<file path="config.mk">
export PLATFORM = sky130hd
export DESIGN_NAME = div_seq_ctrl_flat
export DESIGN_NICKNAME = d
export VERILOG_FILES = /design/src/rtl/div_seq_ctrl_if.sv /design/src/rtl/div_seq_ctrl.sv /design/src/flat_wrapper.sv
export SDC_FILE = /design/constraint.sdc
export NUM_CORES = 1
export LEC_CHECK = 0
export BUFFER_PORTS_ARGS = -buffer_cell sky130_fd_sc_hd__buf_4
export CAP_MARGIN = 10
export CORE_MARGIN = 2
export CORE_UTILIZATION = 39
export CTS_BUF_LIST = sky130_fd_sc_hd__clkbuf_8
export CTS_CLUSTER_SIZE = 14
export DETAILED_ROUTE_END_ITERATION = 10
export SETUP_SLACK_MARGIN = 0.1
export SYNTH_ARGS = -nofsm -noshare
export SYNTH_HDL_FRONTEND = slang
export SYNTH_SLANG_ARGS = --single-unit
</file>
<file path="constraint.sdc">
create_clock -name clk -period 6.3 [get_ports clk]
set_input_delay 0.63 -clock clk [delete_from_list [all_inputs] [get_ports clk]]
set_output_delay 0.63 -clock clk [all_outputs]
set_load 0.05 [all_outputs]
</file>
<file path="src/rtl/div_seq_ctrl_if.sv">
// ============================================================================
// Module   : div_seq_ctrl_if
// Brief    : Issue/result bundle between the E-stage divide issue logic and
//            the sequential divider.
// Revision : 1.0 - initial release
// ============================================================================
`default_nettype none

interface div_seq_ctrl_if;
  logic        start;
  logic        signed_div;
  logic [31:0] a;
  logic [31:0] b;
  logic        cancel;
  logic        stall_div;
  logic        result_valid;
  logic [31:0] quotient;
  logic [31:0] remainder;

  modport master (
    output start, signed_div, a, b, cancel,
    input  stall_div, result_valid, quotient, remainder
  );

  modport slave (
    input  start, signed_div, a, b, cancel,
    output stall_div, result_valid, quotient, remainder
  );
endinterface

`default_nettype wire

</file>
<file path="src/rtl/div_seq_ctrl.sv">
// ============================================================================
// Module   : div_seq_ctrl
// Brief    : 32-bit restoring divider, one quotient bit per cycle, stalling
//            the pipeline front end while busy.
// Revision : 1.0 - initial release
// ============================================================================
`default_nettype none

module div_seq_ctrl (
  input  logic          clk,
  input  logic          resetn,
  div_seq_ctrl_if.slave bus
);

  localparam logic [4:0]  C_LAST_STEP = 5'd31;
  localparam logic [31:0] C_ALL_ONES  = 32'hFFFF_FFFF;

  typedef enum logic [1:0] {
    IDLE = 2'd0,
    BUSY = 2'd1,
    DONE = 2'd2
  } state_t;

  state_t      r_state;
  logic [4:0]  r_count;
  logic [31:0] r_divisor;
  logic [31:0] r_rem;
  logic [31:0] r_quo;
  logic        r_negQ;
  logic        r_negR;
  logic        r_resultValid;
  logic [31:0] r_quotient;
  logic [31:0] r_remainder;

  logic [31:0] w_aMag;
  logic [31:0] w_bMag;
  logic [32:0] w_shifted;
  logic [32:0] w_diff;
  logic        w_fits;
  logic [31:0] w_nextRem;
  logic [31:0] w_nextQuo;

  assign w_aMag = (bus.signed_div && bus.a[31]) ? -bus.a : bus.a;
  assign w_bMag = (bus.signed_div && bus.b[31]) ? -bus.b : bus.b;

  // r_quo starts as the dividend magnitude and fills with quotient bits from the right
  assign w_shifted = {r_rem, r_quo[31]};
  assign w_diff    = w_shifted - {1'b0, r_divisor};
  assign w_fits    = ~w_diff[32];
  assign w_nextRem = w_fits ? w_diff[31:0] : w_shifted[31:0];
  assign w_nextQuo = {r_quo[30:0], w_fits};

  // Reset gating keeps the hazard unit free while the divider is held in reset
  assign bus.stall_div = resetn && !bus.cancel &&
                         (((r_state == IDLE) && bus.start) || (r_state == BUSY));

  assign bus.result_valid = r_resultValid;
  assign bus.quotient     = r_quotient;
  assign bus.remainder    = r_remainder;

  always_ff @(posedge clk or negedge resetn) begin
    if (!resetn) begin
      r_state       <= IDLE;
      r_count       <= '0;
      r_divisor     <= '0;
      r_rem         <= '0;
      r_quo         <= '0;
      r_negQ        <= 1'b0;
      r_negR        <= 1'b0;
      r_resultValid <= 1'b0;
      r_quotient    <= '0;
      r_remainder   <= '0;
    end else begin
      r_resultValid <= 1'b0;
      if (bus.cancel) begin
        r_state <= IDLE;
      end else begin
        case (r_state)
          IDLE: begin
            if (bus.start) begin
              if (bus.b == '0) begin
                r_quotient    <= C_ALL_ONES;
                r_remainder   <= bus.a;
                r_resultValid <= 1'b1;
                r_state       <= DONE;
              end else begin
                r_divisor <= w_bMag;
                r_quo     <= w_aMag;
                r_rem     <= '0;
                r_count   <= '0;
                r_negQ    <= bus.signed_div && (bus.a[31] ^ bus.b[31]);
                r_negR    <= bus.signed_div && bus.a[31];
                r_state   <= BUSY;
              end
            end
          end
          BUSY: begin
            r_rem   <= w_nextRem;
            r_quo   <= w_nextQuo;
            r_count <= r_count + 5'd1;
            if (r_count == C_LAST_STEP) begin
              r_quotient    <= r_negQ ? -w_nextQuo : w_nextQuo;
              r_remainder   <= r_negR ? -w_nextRem : w_nextRem;
              r_resultValid <= 1'b1;
              r_state       <= DONE;
            end
          end
          DONE:    r_state <= IDLE;
          default: r_state <= IDLE;
        endcase
      end
    end
  end

endmodule

`default_nettype wire

</file>
<file path="src/flat_wrapper.sv">
// flat-port wrapper written by rule: the top's interface ports become plain ports
module div_seq_ctrl_flat 
  (clk, resetn, bus_start, bus_signed_div, bus_a, bus_b, bus_cancel, bus_stall_div, bus_result_valid, bus_quotient, bus_remainder);
  div_seq_ctrl_if bus_i ();
  input  logic clk;
  input  logic resetn;
  input wire logic [$bits(bus_i.start)-1:0] bus_start;
  input wire logic [$bits(bus_i.signed_div)-1:0] bus_signed_div;
  input wire logic [$bits(bus_i.a)-1:0] bus_a;
  input wire logic [$bits(bus_i.b)-1:0] bus_b;
  input wire logic [$bits(bus_i.cancel)-1:0] bus_cancel;
  output wire logic [$bits(bus_i.stall_div)-1:0] bus_stall_div;
  output wire logic [$bits(bus_i.result_valid)-1:0] bus_result_valid;
  output wire logic [$bits(bus_i.quotient)-1:0] bus_quotient;
  output wire logic [$bits(bus_i.remainder)-1:0] bus_remainder;
  assign bus_i.start = bus_start;
  assign bus_i.signed_div = bus_signed_div;
  assign bus_i.a = bus_a;
  assign bus_i.b = bus_b;
  assign bus_i.cancel = bus_cancel;
  assign bus_stall_div = bus_i.stall_div;
  assign bus_result_valid = bus_i.result_valid;
  assign bus_quotient = bus_i.quotient;
  assign bus_remainder = bus_i.remainder;
  div_seq_ctrl u_core (.clk(clk), .resetn(resetn), .bus(bus_i));
endmodule
</file>
==> impl_metrics.tcl <==
set metrics [dict create \
    ys_ff_latch 170 \
    synth_sequential_area_ratio_pct 34.9 \
    dp_hpwl_mm 25.9 \
    worst_clock_skew_ps 15.6 \
    synth_cell_type_count 81 \
    postRouteAntennaNets 0 \
    ff_latch_area_sq_um 4250 \
    cp_max_fo 6 \
    ys_async_sr_fraction_pct 100 \
    synthesis.area_sq_um 12200 \
    die_w_um 181 \
    crit_path_end "u_core.bus.remainder[30]" \
    grt_overflow_total 0 \
    cts-resized-gates 0 \
    worstReg2RegEnd "u_core.bus.remainder[30]" \
    placeable_core_region_sq_um 30700 \
    reg2reg_slack_ps 1180 \
    tightest_slew_ps 1180 \
    cell_internal_pwr_w 0.00189 \
    drive_above_1_share_pct 13.0 \
    antenna_cells_inserted 0 \
    fin_nets 1713 \
    power.ir.vdd_worst_uv 131 \
    fin_worst_hold_slack_ps 128 \
    area_delta_synth_final_pct 13.7 \
    pwr-share-seq_pct 42.5 \
    clockRootBuffer "sky130_fd_sc_hd__clkbuf_8" \
    combinationalPowerShare_pct 29.1 \
    leakage_nw 6.09 \
    worst_setup_path_start_kind "flip-flop" \
    top_level_ports 135 \
    first_global_vias 10400 \
    period_share_pct 81.2 \
    drt-vias-per-instance 5.50 \
    min-delay-path-class "in -> async" \
    hold_bufs_inserted_after_cts 0 \
    wire_per_inst_um 17.0 \
    finalWorstPathRequiredPeriod_ps 5120 \
    setup_tns_final_ps 0 \
    mappedNetlistNets 1635 \
    clockPowerShare_pct 28.4 \
    global_route.usage.total_pct 20.8 \
    synthFlopType "sky130_fd_sc_hd__dfrtp_1" \
    chipHeight_um 181 \
    yosysWarningCount 0 \
    avgSynthCellArea_sq_um 7.98 \
    r2r-start "u_core.r_quo[31]" \
    cts.sink_count 170 \
    vias 11100 \
    max-cap-violations 0 \
    grt_antenna_before_repair 1 \
    timing_max_transition_violations_final 0 \
    multi_input_area_sq_um 7370 \
    worstRegToRegCells 19 \
    wire_length_of_the_first_global_routing_pass_mm 55.6 \
    syn_inst 1527 \
    synth_edf_count 0 \
    clk_path_buf_depth 2 \
    critPathArrivalTime_ps 5440 \
    critPathKind "reg -> reg" \
    initial_core_util_pct 39.7 \
    cp-startpoint "u_core.r_quo[31]" \
    detailed_router_iteration_count_before_antenna_repair 5 \
    cts_buffers 17 \
    p_sw_w 0.00114 \
    setup_viol 0 \
    power.share.switching_pct 37.7 \
    clock_tree_from_tritoncts "yes" \
    die_area_sq_um 32700 \
    timing.fmax_ghz 0.195 \
    hold_viol_final 0 \
    postCtsSetupBuffers 0 \
    clk_pin_slew_worst_paths_ps 110 \
    grt_setup_unrepaired "false" \
    worst_max_slew_margin_expressed_relative_to_the_limit_pct 21.4 \
    grt_max_degree 103 \
    place.port_buffers 134 \
    gp_routability_congestion 0.886 \
    worstPathRequired_ps 6620 \
    drt_drc_violations_left 0 \
    power_density_cells_nw_per_um2 219 \
    drtIter0Drc 704 \
    outcome "completed" \
    cts_max_level 4 \
    crit_path_end_kind "flip-flop" \
    rows 64 \
    routed_wire_length_mm 34.3 \
    insertion_delay_ps 480 \
    filler_cell_count 3182 \
]
## power groups by stage
stage,registers (W),logic (W),clock network [W]
2_1_floorplan,0.00133,0.000579,0
3_3_place_gp,0.00131,0.000874,0
3_5_place_dp,0.00131,0.000880,0
4_1_cts,0.00129,0.000883,0.000879
5_1_grt,0.00131,0.000988,0.000926
6_report,0.00129,0.000882,0.000861
## sequential cells by signal, summed over array words and instances, names as in the netlist
name                     count
u_core.r_quo                32
u_core.r_negR                1
u_core.bus.remainder        32
u_core.r_count               5
u_core.bus.result_valid      1
u_core.r_state               2
u_core.r_negQ                1
u_core.r_divisor            32
u_core.bus.quotient         32
u_core.r_rem                32
## cell usage after synthesis, types with 19 or more instances
master	instances	area (sq um)
sky130_fd_sc_hd__o21ai_0	145	726
sky130_fd_sc_hd__buf_2	23	115
sky130_fd_sc_hd__nor2_1	173	649
sky130_fd_sc_hd__a21oi_1	167	836
sky130_fd_sc_hd__xnor2_1	55	482
sky130_fd_sc_hd__xor2_1	85	744
sky130_fd_sc_hd__clkbuf_1	61	229
sky130_fd_sc_hd__nor3_1	19	95.1
sky130_fd_sc_hd__inv_1	52	195
sky130_fd_sc_hd__nand2_1	184	691
sky130_fd_sc_hd__o31ai_1	28	210
sky130_fd_sc_hd__dfrtp_1	170	4250
sky130_fd_sc_hd__or3_1	19	119
sky130_fd_sc_hd__mux2i_1	30	300
sky130_fd_sc_hd__ha_1	38	475
sky130_fd_sc_hd__a31oi_1	37	231
## through the flow
step	util, %	total power, W	instances	setup slack, ps	instance area [sq um]
after global placement	43.8	0.00218	1982	1410	13400
final	45.2	0.00303	2014	1180	13900
after global routing	45.2	0.00322	2014	748	13900
after CTS	45.2	0.00305	2014	1170	13900
after floorplan	-	0.00191	1527	1400	12200
after detailed placement	43.8	0.00219	1982	1200	13400
## how the worst min path moves through the flow
stage | endpoint | cells after the start
after floorplan | u_core.bus.quotient[0] | 0
after global placement | u_core.r_divisor[29] | 2
after detailed placement | u_core.r_divisor[29] | 2
after CTS | u_core.bus.quotient[3] | 1
after global routing | u_core.bus.quotient[3] | 1
final | u_core.bus.quotient[3] | 1
## critical path: stages (launching register included)
cell and delay, ps:
sky130_fd_sc_hd__dfrtp_1 400, sky130_fd_sc_hd__inv_1 80, sky130_fd_sc_hd__ha_1 180, sky130_fd_sc_hd__inv_1 60, sky130_fd_sc_hd__fa_1 400, sky130_fd_sc_hd__a211oi_1 340
sky130_fd_sc_hd__o211ai_1 210, sky130_fd_sc_hd__a21oi_1 350, sky130_fd_sc_hd__or2_1 240, sky130_fd_sc_hd__a41o_1 320, sky130_fd_sc_hd__nor2_4 100, sky130_fd_sc_hd__o21ai_0 370
sky130_fd_sc_hd__ha_1 270, sky130_fd_sc_hd__inv_1 110, sky130_fd_sc_hd__nor4_2 450, sky130_fd_sc_hd__a31o_2 240, sky130_fd_sc_hd__a21bo_2 270, sky130_fd_sc_hd__o41ai_2 330
sky130_fd_sc_hd__xnor2_1 160, sky130_fd_sc_hd__a21oi_1 80
## cell usage in the layout, fill, tap and decap left out, types with 13 or more instances in the layout
cell type,synthesis,final
sky130_fd_sc_hd__and3_1,17,17
sky130_fd_sc_hd__clkbuf_8,0,17
sky130_fd_sc_hd__or4_1,13,13
sky130_fd_sc_hd__nand3_1,17,17
sky130_fd_sc_hd__nor4_1,17,17
sky130_fd_sc_hd__nor3_1,19,19
sky130_fd_sc_hd__a211oi_1,17,17
sky130_fd_sc_hd__dfrtp_1,170,170
sky130_fd_sc_hd__buf_4,0,145
sky130_fd_sc_hd__o41ai_1,13,13
sky130_fd_sc_hd__mux2i_1,30,30
sky130_fd_sc_hd__or3_1,19,18
sky130_fd_sc_hd__a21oi_1,167,167
sky130_fd_sc_hd__nand2_1,184,184
sky130_fd_sc_hd__inv_1,52,52
sky130_fd_sc_hd__a31oi_1,37,37
sky130_fd_sc_hd__o31ai_1,28,28
sky130_fd_sc_hd__xor2_1,85,85
sky130_fd_sc_hd__nor2_1,173,173
sky130_fd_sc_hd__xnor2_1,55,55
sky130_fd_sc_hd__ha_1,38,38
sky130_fd_sc_hd__o21ai_0,145,145
## routing by layer
| metal | wire (um) | GRT usage (%) | up-vias |
|---|---|---|---|
| li1 | - | - | 5575 |
| met1 | 17000 | 30.1 | 5228 |
| met2 | 15400 | 33.3 | 253 |
| met3 | 1340 | 2.02 | 30 |
| met4 | 558 | 5.10 | 0 |
| met5 | 0 | 0 | - |
## kinds of logic after synthesis
| kind of cell | Yosys count | share of synthesized area [%] |
|---|---|---|
| AND/OR/NAND/NOR | 512 | 19.5 |
| AO/OA/AOI/OAI | 492 | 24.1 |
| flip-flops | 170 | 34.9 |
| buffers and inverters | 141 | 4.68 |
| XOR/XNOR | 140 | 10.1 |
| adder cells (fa/ha/maj) | 39 | 4.06 |
| multiplexers | 33 | 2.74 |
## layout make-up
| cell class | instances | area share (%) |
|---|---|---|
| clock buffer | 17 | 1.69 |
| clock inverter | 15 | 1.44 |
| inverter | 54 | 1.50 |
| multi-input combinational | 1216 | 53.2 |
| sequential | 170 | 30.7 |
| tap | 396 | 3.57 |
| timing repair buffer | 146 | 7.94 |
(Power assumes the default switching activity.)
